<file path="config.mk">
export PLATFORM = sky130hd
export DESIGN_NAME = stage3_writeback
export DESIGN_NICKNAME = d
export VERILOG_FILES = /design/src/rtl/stage3_writeback_pkg.sv /design/src/rtl/stage3_writeback_load_extend.sv /design/src/rtl/stage3_writeback.sv
export SDC_FILE = /design/constraint.sdc
export NUM_CORES = 1
export LEC_CHECK = 0
export CAP_MARGIN = 5
export CORE_UTILIZATION = 50
export DETAILED_ROUTE_END_ITERATION = 6
export PLACE_DENSITY = 0.94
export SKIP_CTS_REPAIR_TIMING = 1
export SLEW_MARGIN = 20
export SYNTH_ARGS = -nofsm -noshare
export SYNTH_HDL_FRONTEND = slang
export SYNTH_SLANG_ARGS = --single-unit
</file>
<file path="constraint.sdc">
create_clock -name clk -period 13.2 [get_ports clk]
set_input_delay 3.96 -clock clk [delete_from_list [all_inputs] [get_ports clk]]
set_output_delay 3.96 -clock clk [all_outputs]
set_load 0.01 [all_outputs]
</file>
<file path="src/rtl/stage3_writeback_pkg.sv">
// Shared RV32I definitions for the write-back stage: opcodes, funct3 codes,
// the bubble instruction, FSM state encodings and write-back source selection.
package stage3_writeback_pkg;

    localparam logic [31:0] NOP_INST = 32'h0000_0013;

    localparam logic [6:0] OPC_LOAD   = 7'b000_0011;
    localparam logic [6:0] OPC_STORE  = 7'b010_0011;
    localparam logic [6:0] OPC_OP     = 7'b011_0011;
    localparam logic [6:0] OPC_OP_IMM = 7'b001_0011;
    localparam logic [6:0] OPC_LUI    = 7'b011_0111;
    localparam logic [6:0] OPC_AUIPC  = 7'b001_0111;
    localparam logic [6:0] OPC_JAL    = 7'b110_1111;
    localparam logic [6:0] OPC_JALR   = 7'b110_0111;
    localparam logic [6:0] OPC_BRANCH = 7'b110_0011;
    localparam logic [6:0] OPC_SYSTEM = 7'b111_0011;

    localparam logic [2:0] F3_LB  = 3'b000;
    localparam logic [2:0] F3_LH  = 3'b001;
    localparam logic [2:0] F3_LW  = 3'b010;
    localparam logic [2:0] F3_LBU = 3'b100;
    localparam logic [2:0] F3_LHU = 3'b101;

    localparam logic [2:0] F3_SB  = 3'b000;
    localparam logic [2:0] F3_SH  = 3'b001;
    localparam logic [2:0] F3_SW  = 3'b010;

    typedef enum logic [1:0] {
        ST_IDLE     = 2'd0,
        ST_ACCESS   = 2'd1,
        ST_COMPLETE = 2'd2
    } state_e;

    typedef enum logic [1:0] {
        WB_NONE = 2'd0,
        WB_LOAD = 2'd1,
        WB_LINK = 2'd2,
        WB_ALU  = 2'd3
    } wb_sel_e;

    function automatic logic is_mem_op(input logic [6:0] opcode);
        return (opcode == OPC_LOAD) || (opcode == OPC_STORE);
    endfunction

    function automatic wb_sel_e wb_select(input logic [6:0] opcode);
        wb_sel_e sel;
        case (opcode)
            OPC_LOAD:                             sel = WB_LOAD;
            OPC_JAL, OPC_JALR:                    sel = WB_LINK;
            OPC_LUI, OPC_AUIPC, OPC_OP, OPC_OP_IMM: sel = WB_ALU;
            OPC_STORE, OPC_BRANCH, OPC_SYSTEM:    sel = WB_NONE;
            default:                              sel = WB_NONE;
        endcase
        return sel;
    endfunction

endpackage

</file>
<file path="src/rtl/stage3_writeback_load_extend.sv">
// Load data formatter: picks the addressed byte/halfword lane out of the
// memory word and sign- or zero-extends it according to funct3.
module LoadExtend
    import stage3_writeback_pkg::*;
(
    input  logic [31:0] word_i,
    input  logic [1:0]  addr_i,
    input  logic [2:0]  funct3_i,
    output logic [31:0] data_o
);

    logic [7:0]  byte_sel;
    logic [15:0] half_sel;

    always_comb begin
        byte_sel = word_i[7:0];
        case (addr_i)
            2'd0: byte_sel = word_i[7:0];
            2'd1: byte_sel = word_i[15:8];
            2'd2: byte_sel = word_i[23:16];
            2'd3: byte_sel = word_i[31:24];
            default: byte_sel = word_i[7:0];
        endcase
    end

    // Halfword lane comes from addr[1] alone; misaligned addr[0] is ignored.
    assign half_sel = addr_i[1] ? word_i[31:16] : word_i[15:0];

    always_comb begin
        data_o = word_i;
        case (funct3_i)
            F3_LB:   data_o = {{24{byte_sel[7]}}, byte_sel};
            F3_LH:   data_o = {{16{half_sel[15]}}, half_sel};
            F3_LW:   data_o = word_i;
            F3_LBU:  data_o = {24'h00_0000, byte_sel};
            F3_LHU:  data_o = {16'h0000, half_sel};
            default: data_o = word_i;
        endcase
    end

endmodule

</file>
<file path="src/rtl/stage3_writeback.sv">
// Final RV32I pipeline stage: stage register, data-memory handshake, load/store
// formatting, register-file write port and retired-instruction counter.
module stage3_writeback
    import stage3_writeback_pkg::*;
(
    input  logic        clk,
    input  logic        rst,
    input  logic [31:0] stage2_inst_in,
    input  logic [31:0] stage2_pc_in,
    input  logic [31:0] stage2_alu_in,
    input  logic [31:0] stage2_rs2_in,
    output logic        dmem_req,
    output logic        dmem_we,
    output logic [31:0] dmem_addr,
    output logic [31:0] dmem_wdata,
    output logic [3:0]  dmem_wmask,
    input  logic        dmem_ready,
    input  logic [31:0] dmem_rdata,
    output logic        stall,
    output logic [31:0] stage3_inst,
    output logic        wb_en,
    output logic [4:0]  wb_rd,
    output logic [31:0] wb_data,
    output logic [31:0] instret
);

    // state    | meaning
    // IDLE     | stage holds a non-memory instruction or a bubble
    // ACCESS   | memory request outstanding, upstream frozen
    // COMPLETE | memory op finished, load data in ld_q, upstream moves again

    logic [31:0] inst_q, pc_q, alu_q, rs2_q;
    logic [31:0] ld_q, ld_d;
    logic [31:0] instret_q, instret_d;
    state_e      state_q, state_d;

    logic [6:0]  opcode;
    logic [2:0]  funct3;
    logic        is_load;
    logic        is_store;
    logic        in_access;
    wb_sel_e     wb_sel;
    logic [31:0] ld_fmt;
    logic [3:0]  st_mask;
    logic [31:0] st_wdata;

    assign opcode    = inst_q[6:0];
    assign funct3    = inst_q[14:12];
    assign is_load   = (opcode == OPC_LOAD);
    assign is_store  = (opcode == OPC_STORE);
    assign in_access = (state_q == ST_ACCESS);
    assign wb_sel    = wb_select(opcode);

    LoadExtend u_load_extend (
        .word_i   (dmem_rdata),
        .addr_i   (alu_q[1:0]),
        .funct3_i (funct3),
        .data_o   (ld_fmt)
    );

    always_comb begin
        st_mask  = 4'b0000;
        st_wdata = rs2_q;
        case (funct3)
            F3_SB: begin
                st_mask  = 4'b0001 << alu_q[1:0];
                st_wdata = {4{rs2_q[7:0]}};
            end
            F3_SH: begin
                st_mask  = 4'b0011 << {alu_q[1], 1'b0};
                st_wdata = {2{rs2_q[15:0]}};
            end
            F3_SW: begin
                st_mask  = 4'hF;
                st_wdata = rs2_q;
            end
            default: begin
                st_mask  = 4'b0000;
                st_wdata = rs2_q;
            end
        endcase
    end

    always_ff @(posedge clk or posedge rst) begin
        if (rst) begin
            inst_q <= NOP_INST;
            pc_q   <= 32'h0;
            alu_q  <= 32'h0;
            rs2_q  <= 32'h0;
        end else if (!stall) begin
            inst_q <= stage2_inst_in;
            pc_q   <= stage2_pc_in;
            alu_q  <= stage2_alu_in;
            rs2_q  <= stage2_rs2_in;
        end
    end

    always_ff @(posedge clk or posedge rst) begin
        if (rst) begin
            state_q <= ST_IDLE;
        end else begin
            state_q <= state_d;
        end
    end

    // Capture happens on every non-stalled edge, so IDLE and COMPLETE share
    // the same exit decision based on the instruction entering the stage.
    always_comb begin
        state_d = state_q;
        case (state_q)
            ST_IDLE, ST_COMPLETE: begin
                state_d = is_mem_op(stage2_inst_in[6:0]) ? ST_ACCESS : ST_IDLE;
            end
            ST_ACCESS: begin
                if (dmem_ready) begin
                    state_d = ST_COMPLETE;
                end
            end
            default: state_d = ST_IDLE;
        endcase
    end

    always_comb begin
        stall       = 1'b0;
        dmem_req    = 1'b0;
        dmem_we     = 1'b0;
        dmem_addr   = {alu_q[31:2], 2'b00};
        dmem_wdata  = st_wdata;
        dmem_wmask  = 4'b0000;
        stage3_inst = inst_q;
        wb_rd       = inst_q[11:7];
        wb_data     = 32'h0;
        wb_en       = 1'b0;
        instret     = instret_q;

        if (in_access) begin
            stall    = 1'b1;
            dmem_req = 1'b1;
            if (is_store) begin
                dmem_we    = 1'b1;
                dmem_wmask = st_mask;
            end
        end

        case (wb_sel)
            WB_LOAD: wb_data = ld_q;
            WB_LINK: wb_data = pc_q + 32'd4;
            WB_ALU:  wb_data = alu_q;
            default: wb_data = 32'h0;
        endcase

        wb_en = (wb_sel != WB_NONE) && (inst_q[11:7] != 5'd0) && !in_access;
    end

    always_comb begin
        ld_d = ld_q;
        if (in_access && dmem_ready && is_load) begin
            ld_d = ld_fmt;
        end
    end

    always_comb begin
        instret_d = instret_q;
        if (!stall && (inst_q != NOP_INST)) begin
            instret_d = instret_q + 32'd1;
        end
    end

    always_ff @(posedge clk or posedge rst) begin
        if (rst) begin
            ld_q      <= 32'h0;
            instret_q <= 32'h0;
        end else begin
            ld_q      <= ld_d;
            instret_q <= instret_d;
        end
    end

endmodule
</file>
-- Yosys cells after proc, flatten, opt, wreduce, memory -nomap -nowiden
Index checks and enable logic that the tools add are counted.
- register bits: 194
- bits in latches: 0
- bits in writable memories: 0
- bits in read-only memories: 0
- bits of input ports: 163
- output and inout port bits: 173
- word-level logic and storage cells: 66
- memories: 0
- add/sub/neg operators: 2
- multipliers: 0
- div/mod/pow operators: 0
- $lt $le $gt $ge: 0
- eq/ne operators: 24
- shift-type cells: 2
- mux-type cells: 15
- bitwise logic cells: 0
- reductions and logical operators: 16
- operator list (cell ; count):
    one-hot mux 32 bit (4 select lines) ; 1
    one-hot mux 32 bit (3 select lines) ; 1
    one-hot mux 32 bit (2 select lines) ; 1
    adder 32 x 1 -> 32 bit, second input constant ; 1
    adder 32 x 3 -> 32 bit, second input constant ; 1
    inequality test 32 x 5 -> 1 bit, second input constant ; 1
    one-hot mux 8 bit (4 select lines) ; 1
    equality test 7 x 6 -> 1 bit, second input constant ; 4
    two-way mux 16 bit ; 1
    equality test 7 x 2 -> 1 bit, second input constant ; 2
    equality test 7 x 5 -> 1 bit, second input constant ; 2
    equality test 7 bit, second input constant ; 2
    one-hot mux 4 bit (3 select lines) ; 1
    equality test 2 bit, second input constant ; 5
    two-way mux 4 bit ; 2
    equality test 2 x 1 -> 1 bit, second input constant ; 3
    equality test 3 bit, second input constant ; 2
    one-hot mux 2 bit (3 select lines) ; 1
    logical AND 1 bit ; 5
    nonzero test 5 bit ; 1
    logical NOT 2 bit ; 2
    two-way mux 1 bit ; 4
    one-hot mux 2 bit (2 select lines) ; 1
    OR reduction 2 bit ; 2
    11 further kinds ; 12

-- Logic depth before layout (Yosys ltp)
- depth after elaboration: 6
- depth in mapped cells: 8
- gate-level depth less buffers: 6

-- Cells and area by module
A second synthesis with hierarchy kept.
- cell total of the unflattened synthesis: 1146
- area total of the unflattened synthesis: 10118.5 um^2
- modules (own cells, without submodules) (module ; instances ; cells each ; area an instance (um^2) ; seq. area each (um^2)):
    stage3_writeback ; 1 ; 1036 ; 9469.1 ; 4858.4
    LoadExtend ; 1 ; 110 ; 649.4 ; 0.0

-- Least setup slack after synthesis
No wires, ideal clock.
- path type: reg-to-output
- start point: register pc_q[2]
- end point: output wb_data[26]
- arrival time: 2.027 ns
- required time: 9.240 ns
- slack: 7.213 ns
- cell stages (with the launch flop): 7
- path buffers: 0
- cell sequence: dfrtp_1 -> ha_1 -> nand3_1 -> nor4_1 -> nand4_1 -> xor2_1 -> o21ai_0
- longest elaborated chain between the ends: 2
- RTL lines (item ; RTL line ; source):
    start: declaration ; stage3_writeback.sv:32 ; logic [31:0] inst_q, pc_q, alu_q, rs2_q;
    start signal: assignment ; stage3_writeback.sv:92 ; pc_q <= stage2_pc_in;
    adder 32 x 3 -> 32 bit ; stage3_writeback.sv:147 ; WB_LINK: wb_data = pc_q + 32'd4;
    one-hot mux 32 bit (3 select lines) ; stage3_writeback.sv:145 ; case (wb_sel)
    end: declaration ; stage3_writeback.sv:23 ; output logic [31:0] wb_data,
Every way passes these cells.

-- Worst setup path after layout
- start point: register state_q[1]
- end point: output dmem_wmask[3]
- longest elaborated chain between the ends: 2
- RTL lines (item ; RTL line ; source):
    start: declaration ; stage3_writeback.sv:35 ; state_e state_q, state_d;
    start signal: assignment ; stage3_writeback.sv:102 ; state_q <= state_d;
    equality test 2 x 1 -> 1 bit ; stage3_writeback.sv:51 ; assign in_access = (state_q == ST_ACCESS);
    two-way mux 4 bit ; stage3_writeback.sv:136 ; if (in_access) begin
    end: declaration ; stage3_writeback.sv:16 ; output logic [3:0] dmem_wmask,
Every way passes these cells.

==> results.py <==
metrics = {
    "setup_path": {
        "path_class": "reg -> out",
        "crit_fanout": 83,
        "path_cells": "nand2b_4, nor4_1, nand2_1, a21oi_1, clkdlybuf4s50_1",
        "cp_data_arrival_time_ns": 3.19,
        "critPathSlowestCell": "nor4_1",
        "slowest_delay_ns": 0.88,
        "cp.required_ns": 9.24,
        "critPathLaunchType": "register",
        "critPathCaptureType": "primary output",
    },
    "synth": {
        "syn_inst": 1162,
        "synth_xor_area_share_pct": 5.18,
        "ys.flop_type": "dfrtp_1",
        "synth_area_leader_cell": "dfrtp_1",
        "yosysSeqAreaShare_pct": 48.7,
        "syn-mean-instance-area_um2": 8.58,
        "synth_fa_ha_area_share_pct": 0.251,
        "synth_area_um2": 9970,
        "synth_compound_area_share_pct": 8.52,
        "yosys-top-cells-area": "dfrtp_1, nand2_1, xor2_1",
        "synthMuxAreaShare_pct": 3.93,
        "synth_top_family_by_area": "simple AND/OR/NAND/NOR gates",
        "ys_types": 57,
        "yosys.area_share.simple_pct": 26.5,
        "yosysTopAreaCellShare_pct": 48.0,
        "yosysWarnings": 0,
        "synth_edf_count": 0,
        "synth-seq-cells": 194,
        "async_flop_share_pct": 100,
    },
    "die": {
        "ios": 336,
        "fp.dieW_um": 143,
        "initial_utilization_pct": 51.0,
        "core-area_um2": 19500,
        "rows": 51,
        "die-area_um2": 20500,
        "chipHeight_um": 143,
    },
    "timing": {
        "timing.setup.tns_ns": 0,
        "period_share_pct": 54.1,
        "slew_viol_final": 0,
        "skew_ns": 0.0118,
        "fmax_mhz": 140,
        "finalSetupViolations": 0,
        "post-route-min-period_ns": 7.15,
        "worst_pin_slew_ns": 1.09,
        "timing.hold.ws_ns": 0.476,
        "hold_viol_final": 0,
        "slew_headroom_pct": 27.2,
        "rsz0062_at_grt": "false",
    },
    "placement": {
        "gp_congestion": 0.896,
        "place_hpwl_um": 23800,
        "place_area_um2": 13100,
        "io_buffer_count": 333,
    },
    "route": {
        "route.detailed.drc": 1,
        "drt_iter0_drc": 767,
        "wl_per_cell_um": 19.6,
        "vias_per_cell": 5.58,
        "drtPass1Iterations": 7,
        "antenna_left": 0,
        "wirelength_um": 33200,
        "vias": 9443,
    },
    "pwr": {
        "power_w": 0.00152,
        "ir_worst_vdd_mv": 0.0887,
        "power_density_nw_per_um2": 110,
        "p_leak_nw": 6.22,
    },
    "clock_tree": {
        "cts_root_buffer": "clkbuf_16",
        "clock_sinks": 194,
        "cts_tree": "done",
        "clockBufferDepth": 2,
        "ctsHtreeMaxLevel": 4,
        "cts_buffers": 17,
        "clock_latency_ns": 0.44,
        "path_clk_slew_ns": 0.08,
    },
    "layout": {
        "nNetsFinal": 1576,
        "area_delta_synth_final_pct": 38.2,
        "drive_gt1_share_pct": 5.62,
        "final_design_area_no_fill_um2": 13800,
    },
    "global_routing": {
        "grt_antenna_before_repair": 2,
        "grt_max_degree": 123,
        "grt.total_usage_pct": 32.8,
        "overflow": 0,
        "grt_first_pass_wirelength_um": 51000,
        "grt_pass1_vias": 9321,
    },
    "run_status": {
        "failed_checks": "design-rule violations",
        "status": "finished, violations left",
    },
    "worst_hold_path": {
        "hold_class": "reg -> reg",
    },
    "run": {
        "cap_violations": 0,
    },
}
layer usage:
layer / share of wire [%] / global-route usage [%]
met2: 50 / 55.7
met3: 8.4 / 8.62
met4: 3.4 / 14.4
met5: 0 / 0
met1: 38 / 39.0
critical path, delay by kind of cell (launching register included):
kind	cells	cell delay, ns
compound gates	1	0.19
buf+inv	1	0.56
flops	1	0.37
simple gates	3	1.61
through the flow:
step | util, % | cells | setup WS, ns
after floorplan | - | 1163 | 3.96
after global placement | 67.2 | 1657 | 6.58
after detailed placement | 67.2 | 1657 | 6.54
after CTS | 70.5 | 1689 | 6.04
after global routing | 70.5 | 1691 | 5.92
final | 70.5 | 1691 | 6.05
Yosys cell counts, drive strengths merged (3+ instances only):
cell	instances
or4	4
mux2	18
nand3	25
nor2	51
xor2	51
a22oi	26
o22ai	6
nor3	18
or3	3
a221o	4
nor4	19
clkbuf	58
a211oi	6
a21oi	18
xnor2	8
nand4	21
dfstp	3
nor2b	9
dfrtp	191
a31oi	18
a222oi	3
and3	10
nand2	432
and4	6
buf	57
o21ai	46
mux2i	14
inv	12
cell families after synthesis:
logic type | count (synthesis)
AND/OR/NAND/NOR | 610
flip-flops | 194
AO/OA/AOI/OAI | 135
buffers and inverters | 127
XOR/XNOR | 59
multiplexers | 34
adder cells (fa/ha/maj) | 2
other | 1
layout by cell type (no fill, tap or decap), types with 15 or more instances in the layout:
master	instances
nor3_1	17
nor4_1	15
nand2_1	432
mux2_2	17
a21oi_1	18
dfrtp_1	190
xor2_1	51
a31oi_1	18
nand4_1	21
nor2_1	49
clkbuf_16	17
o21ai_0	46
clkdlybuf4s50_1	333
nand3_1	24
a22oi_1	26
registers in the layout, indices dropped and copies added, names as in the netlist:
register / cells
alu_q: 32
instret: 32
ld_q: 32
pc_q: 32
rs2_q: 32
stage3_inst: 32
state_q: 2
layout make-up:
cell class	count	area (um^2)
diodes	2	5.00
clock buffers	17	425
clock inverters	15	216
fillers	1433	5750
inverters	12	55.1
multi-input cells	842	4460
flip-flops and latches	194	4860
well taps	265	332
repair buffers	344	3420
worst paths after layout:
path | depth (start not counted) | from | slack (ns) | end
min in group asynchronous | 2 | rst | 4.05 | alu_q[24]$_DFFE_PP0N_
setup / recovery | 5 | state_q[1]$_DFFE_PP0P_ | 6.05 | dmem_wmask[3]
hold reg to reg | 1 | instret[31]$_DFFE_PP0P_ | 0.48 | instret[31]$_DFFE_PP0P_
setup reg to reg | 6 | state_q[1]$_DFFE_PP0P_ | 10.10 | ld_q[7]$_DFFE_PP0P_
hold / removal | 1 | instret[31]$_DFFE_PP0P_ | 0.48 | instret[31]$_DFFE_PP0P_
max in group asynchronous | 3 | rst | 7.57 | instret[2]$_DFFE_PP0P_
power by group:
| part | internal [W] | switching (W) | total (W) |
|---|---|---|---|
| logic | 0.000151 | 0.000123 | 0.000274 |
| clock network | 0.000295 | 0.000263 | 0.000558 |
| registers | 0.000634 | 0.0000536 | 0.000688 |
No activity file was read; power rests on OpenSTA's default activity.
